**config.mk**
```make
export PLATFORM = sky130hd
export DESIGN_NAME = hazard_scoreboard
export DESIGN_NICKNAME = d
export VERILOG_FILES = /design/src/rtl/hazard_scoreboard.sv
export SDC_FILE = /design/constraint.sdc
export NUM_CORES = 1
export LEC_CHECK = 0
export BUFFER_PORTS_ARGS = -buffer_cell sky130_fd_sc_hd__buf_2
export CORE_MARGIN = 4
export CORE_UTILIZATION = 50
export CTS_CLUSTER_DIAMETER = 40
export CTS_CLUSTER_SIZE = 10
export DETAILED_ROUTE_END_ITERATION = 7
export PLACE_DENSITY = 0.76
export SETUP_SLACK_MARGIN = 0.3
export SKIP_LAST_GASP = 1
export SLEW_MARGIN = 20
export SYNTH_ARGS = -nofsm -noshare
export SYNTH_HDL_FRONTEND = slang
export SYNTH_SLANG_ARGS = --single-unit
export TNS_END_PERCENT = 1
```
**constraint.sdc**
```tcl
create_clock -name clk -period 2.5 [get_ports clk]
set_input_delay 0 -clock clk [delete_from_list [all_inputs] [get_ports clk]]
set_output_delay 0 -clock clk [all_outputs]
set_load 0.05 [all_outputs]
```
**src/rtl/hazard_scoreboard.sv**
```systemverilog
// hazard_scoreboard: per-register countdown scoreboard for multi-cycle
// writers (load, mul/div). It stalls ID until each source operand can be
// forwarded, and stretches control-redirect flushes over FLUSH_CYCLES cycles.
// Optional feature macro: HAZARD_PERF_EN adds saturating stall/flush cycle
// counters. Without it, both counter ports are tied to zero.
module hazard_scoreboard #(
  parameter int NUM_REGS     = 32,
  parameter int REG_W        = 5,
  parameter int MAX_LAT      = 7,
  parameter int ECALL_REG    = 17,
  parameter int FLUSH_CYCLES = 1,
  localparam int LAT_W       = $clog2(MAX_LAT + 1)
) (
  input  logic             clk,
  input  logic             reset_n,
  input  logic [REG_W-1:0] id_rs1,
  input  logic [REG_W-1:0] id_rs2,
  input  logic             id_use_rs1,
  input  logic             id_use_rs2,
  input  logic             id_is_ecall,
  input  logic             ex_valid,
  input  logic             ex_reg_write,
  input  logic [REG_W-1:0] ex_rd,
  input  logic [LAT_W-1:0] ex_lat,
  input  logic             redirect,
  output logic             pc_write,
  output logic             if_id_write,
  output logic             control_op,
  output logic             if_flush,
  output logic             id_flush,
  output logic [31:0]      stall_count,
  output logic [31:0]      flush_count
);

  localparam int IDX_N = 1 << REG_W;
  localparam int FC_W  = (FLUSH_CYCLES > 1) ? $clog2(FLUSH_CYCLES) : 1;

  logic [NUM_REGS-1:0][LAT_W-1:0] cnt_q, cnt_d;
  logic [FC_W-1:0]                flush_q, flush_d;
  logic [IDX_N-1:0]               pend;
  logic [LAT_W-1:0]               lat_eff;
  logic                           issue, hazard, flushing, stall;

  // Every real writer in EX records a result; latencies above MAX_LAT are clamped.
  assign issue   = ex_valid && ex_reg_write && (ex_rd != '0);
  assign lat_eff = (ex_lat > LAT_W'(MAX_LAT)) ? LAT_W'(MAX_LAT) : ex_lat;

  // Next-state timers: the youngest writer overwrites, all others count down to 0.
  always_comb begin
    cnt_d = '0;
    for (int r = 1; r < NUM_REGS; r++) begin
      if (issue && ex_rd == REG_W'(r))
        cnt_d[r] = (lat_eff == '0) ? '0 : lat_eff - LAT_W'(1);
      else if (cnt_q[r] != '0)
        cnt_d[r] = cnt_q[r] - LAT_W'(1);
      else
        cnt_d[r] = '0;
    end
  end

  // Pending view, padded to the full index space so any rs value is safe to look up.
  always_comb begin
    pend = '0;
    for (int r = 1; r < NUM_REGS; r++)
      pend[r] = (cnt_q[r] != '0) || (issue && ex_rd == REG_W'(r) && lat_eff != '0);
  end

  // The ecall also waits on a zero-latency writer of its argument register.
  assign hazard = (id_use_rs1 && pend[id_rs1]) ||
                  (id_use_rs2 && pend[id_rs2]) ||
                  (id_is_ecall && (pend[ECALL_REG] ||
                                   (issue && ex_rd == REG_W'(ECALL_REG))));

  // A redirect (re)loads the flush timer; the timer then counts down to idle.
  always_comb begin
    flush_d = '0;
    if (redirect)            flush_d = FC_W'(FLUSH_CYCLES - 1);
    else if (flush_q != '0)  flush_d = flush_q - FC_W'(1);
  end

  assign flushing = redirect || (flush_q != '0);
  // A squashed ID instruction is dead, so it never needs to stall.
  assign stall    = hazard && !flushing;

  // While reset is low, outputs are forced to their free-running values.
  assign control_op  = reset_n && stall;
  assign pc_write    = !control_op;
  assign if_id_write = !control_op;
  assign if_flush    = reset_n && flushing;
  assign id_flush    = reset_n && flushing;

  // Scoreboard and flush timer state.
  always_ff @(posedge clk or negedge reset_n) begin
    if (!reset_n) begin
      cnt_q   <= '0;
      flush_q <= '0;
    end else begin
      cnt_q   <= cnt_d;
      flush_q <= flush_d;
    end
  end

`ifdef HAZARD_PERF_EN
  logic [31:0] stall_count_q, flush_count_q;

  // Saturating per-cycle counts of stall and flush activity.
  always_ff @(posedge clk or negedge reset_n) begin
    if (!reset_n) begin
      stall_count_q <= '0;
      flush_count_q <= '0;
    end else begin
      if (control_op && stall_count_q != '1) stall_count_q <= stall_count_q + 32'd1;
      if (if_flush && flush_count_q != '1)   flush_count_q <= flush_count_q + 32'd1;
    end
  end

  assign stall_count = stall_count_q;
  assign flush_count = flush_count_q;
`else
  assign stall_count = '0;
  assign flush_count = '0;
`endif

endmodule

```
==> impl_results.md <==
* Vias per cell at about 6.0
* Area of the multi-input gates at 3360 µm²
* Initial Utilization at 0.517
* Routed wire per std cell at 18.1 µm
* Share of layout cells above drive strength 1 at 0.152
* Largest registers: cnt_q (93)
* First drt pass iteration count at 5
* CTS tree: done
* Met2 WL at 7390 µm
* Post-Synth Adder-Cell Area at 0.00416
* Total die area at 13800 µm²
* FF+latch area at 2330 µm²
* Worst R2R End: cnt_q[55]
* Max reg flops at 93
* Largest stage delay on the critical path at approximately 0.49 ns
* Max Used Layer: met4
* Gate Count Post-Synth at 716
* Slew Viols, Final at 0
* Hold Path Cell Cnt at 5
* Startpoint Class: flop
* Total routed wirelength at 16600 µm
* Distinct cells, synth at 58
* R2R depth at 4
* Die Ht at 118 µm
* Synth Area in Compound Gates at 0.256
* Vias in the first global route at 5293
* Leak at 0.00282 µW
* Vias at 5471
* First-pass GRT wire length at 27400 µm
* Grt ovf at 0
* Power Total at approximately 3500 µW
* Worst-path cell chain: nor3_2 > o21ai_2 > buf_4 > o211ai_1 > a21oi_1 > or4b_1 > o311a_1 > or3_1 > buf_6
* Residual DRC at 0
* Hold path start: ex_lat[0]
* Slowest CP cell: or4b_1
* Max Fclk at ~360 MHz
* Final RePlAce weighted congestion at around 0.89
* Clk sink count at just over 90
* I/O Pins at 95
* Final core utilization at 0.576
* Synth Area in Simple Gates at 0.231
* Slew @ Worst Pin at 0.861 ns
* RSZ-0062 raised after global routing: yes
* Syn avg cell area at about 8.4 µm²
* Max Cap Violations at 0
* Crit Path Max Fanout at 5
* Most frequent cells in the layout: dfrtp_1 (93), nand2_1 (78), o21ai_0 (77), nor2_1 (75), conb_1 (64)
* Number of buffers created by CTS at 9
* Setup CP Type: reg2out
* Mux contribution to synthesized area at 0.0104
* CP arrival at 2.76 ns
* Metal3 WL at 1400 µm
* Final period util at 1.10
* CP endpoint kind: primary output
* Slew HR at 0.426
* Final net count at approximately 800
* Power density cells at roughly 530 nW/µm²
* Buf/Inv on CP at 2
* Biggest register: cnt_q
* Tot GR Track Use at 0.244
* EDFF count, synth at 0
* Starting DRC count in detailed routing at approximately 540
* Worst Hold End: cnt_q[6]
* Peak supply drop at 0.000342 V
* Fillcell total at 1058
* DP HPWL at 12200 µm
* Worst EP required at 2.50 ns
* Xor/xnor share of the synthesized area at 0
* CTS Root Buffer Type: clkbuf_16
* Ys async rst share at 1.00
* Largest net degree at the start of global routing at 67
* Tmin final at about 2.8 ns
* Port Buf Inserts at 30
* Reg2reg setup slack at 1.44 ns
* Chip width at 118 µm
* Worst-Skew Late Latency at 0.35 ns
* Layout Area Growth over Synthesis at 11.3%
* Diode count at 0
* Top FF cell, synth: dfrtp_1
* Site Rows at 39
* H-tree lvl count at 3
* Failing checks: negative setup slack
* Met1 WL at 7570 µm
* Hold Fails Final Rpt at 0
* Maximum buffer depth of the clock tree at 2
* Core area at 11600 µm²
* Fin Clk Skew at approximately 0.0049 ns
* ANT nets after route at 0
* # setup viols final at 3
* Min-Delay Path Class: in2reg
* Initial antenna violation count at 0
* Status: finished, violations left
* Post-synth design cell area at 6010 µm²
* Commonest non-fill, non-tap cell in the layout: dfrtp_1
* Register bit total from synthesis at 93
* Top cells by area, synth: dfrtp_1 (39%), buf_4 (8.4%), o21ai_0 (6.7%), nand2_1 (4.9%), o31ai_1 (4.9%)
* Ys Warns at 0
* Worst reg2reg startpoint: cnt_q[56]
* Final setup margin at -0.258 ns
* Dominant cell type by area after synthesis: dfrtp_1
* CP delay by family, top: simple AND/OR/NAND/NOR gates
* Area share of the largest cell type after synthesis at 0.387
* Register area share after synthesis at 0.387
* Main combinational cell family by area after synthesis: compound AO/OA/AOI/OAI gates
* Register clock-pin slew on the reported worst setup and hold paths at 0.07 ns
## cell type report
| type | count | share of cell area |
|---|---|---|
| clock inverter | 6 | 0.0103 |
| tap | 143 | 0.0267 |
| inverter | 8 | 0.00449 |
| multi-input combinational | 582 | 0.502 |
| timing repair buffer | 73 | 0.0731 |
| sequential | 93 | 0.348 |
| clock buffer | 10 | 0.0357 |
## per-layer routing
metal	vias to the layer above	global-route usage
met5	-	0
met4	0	0.0725
met3	15	0.0625
met2	235	0.365
met1	2604	0.350
li1	2617	-
## Yosys cell counts (5+ instances only)
cell type   n
dfrtp_1    93
o21ai_0    81
nand2_1    78
nor2_1     76
buf_4      67
o31ai_1    39
a21oi_1    36
a211oi_1   34
nor3b_1    33
nor3_1     28
clkbuf_1   21
o211ai_1   11
inv_1       7
nand2b_1    7
nor2b_1     7
or3_1       7
buf_2       6
nand3_1     6
nand4_1     6
nor4_1      5
o311a_1     5
## metrics by stage
| stage | setup slack (ns) | hold WS [ns] | cell area, µm² | instances | TNS, ns |
|---|---|---|---|---|---|
| after floorplan | 0.163 | -0.296 | 6280 | 779 | 0 |
| after global placement | -0.0229 | 0.0690 | 6270 | 895 | -0.0229 |
| after detailed placement | -0.0314 | 0.0880 | 6270 | 895 | -0.0717 |
| after CTS | -0.229 | 0.177 | 6650 | 913 | -0.671 |
| after global routing | -0.347 | 0.213 | 6690 | 915 | -1.01 |
| final | -0.258 | 0.184 | 6690 | 915 | -0.695 |
## logic make-up after synthesis
family          Yosys count
buf+inv                 104
other cells               1
simple gates            275
compound gates          236
fa+ha+maj                 2
flops                    93
mux                       5
## tightest hold or removal path, delay by kind of cell
family / cells / cell delay, ns
AND/OR/NAND/NOR: 2 / 0.25
buffers and inverters: 2 / 0.19
AO/OA/AOI/OAI: 1 / 0.06
## worst max-delay path by stage
stage	start	endpoint	slack, ns	depth (start not counted)
final	cnt_q[72]	control_op	-0.26	9
after CTS	cnt_q[56]	control_op	-0.23	8
after floorplan	ex_lat[1]	control_op	0.16	10
after global placement	ex_lat[1]	control_op	-0.02	12
after global routing	cnt_q[56]	control_op	-0.35	8
after detailed placement	ex_lat[1]	control_op	-0.03	12
## power by group
group / internal [µW] / switching [µW]
clock network: 809 / 602
registers: 1520 / 15.6
logic: 129 / 473
## what timing repair did
| item | in CTS | in global routing |
|---|---|---|
| hold buffers | 1 | 0 |
| setup endpoints to repair | 3 | 3 |
| buffers inserted | 1 | 2 |
| pin swaps | 2 | 3 |
| hold endpoints to repair | 27 | 0 |
| gates resized for setup | 11 | 8 |
Power figures use the tool's default switching activity.
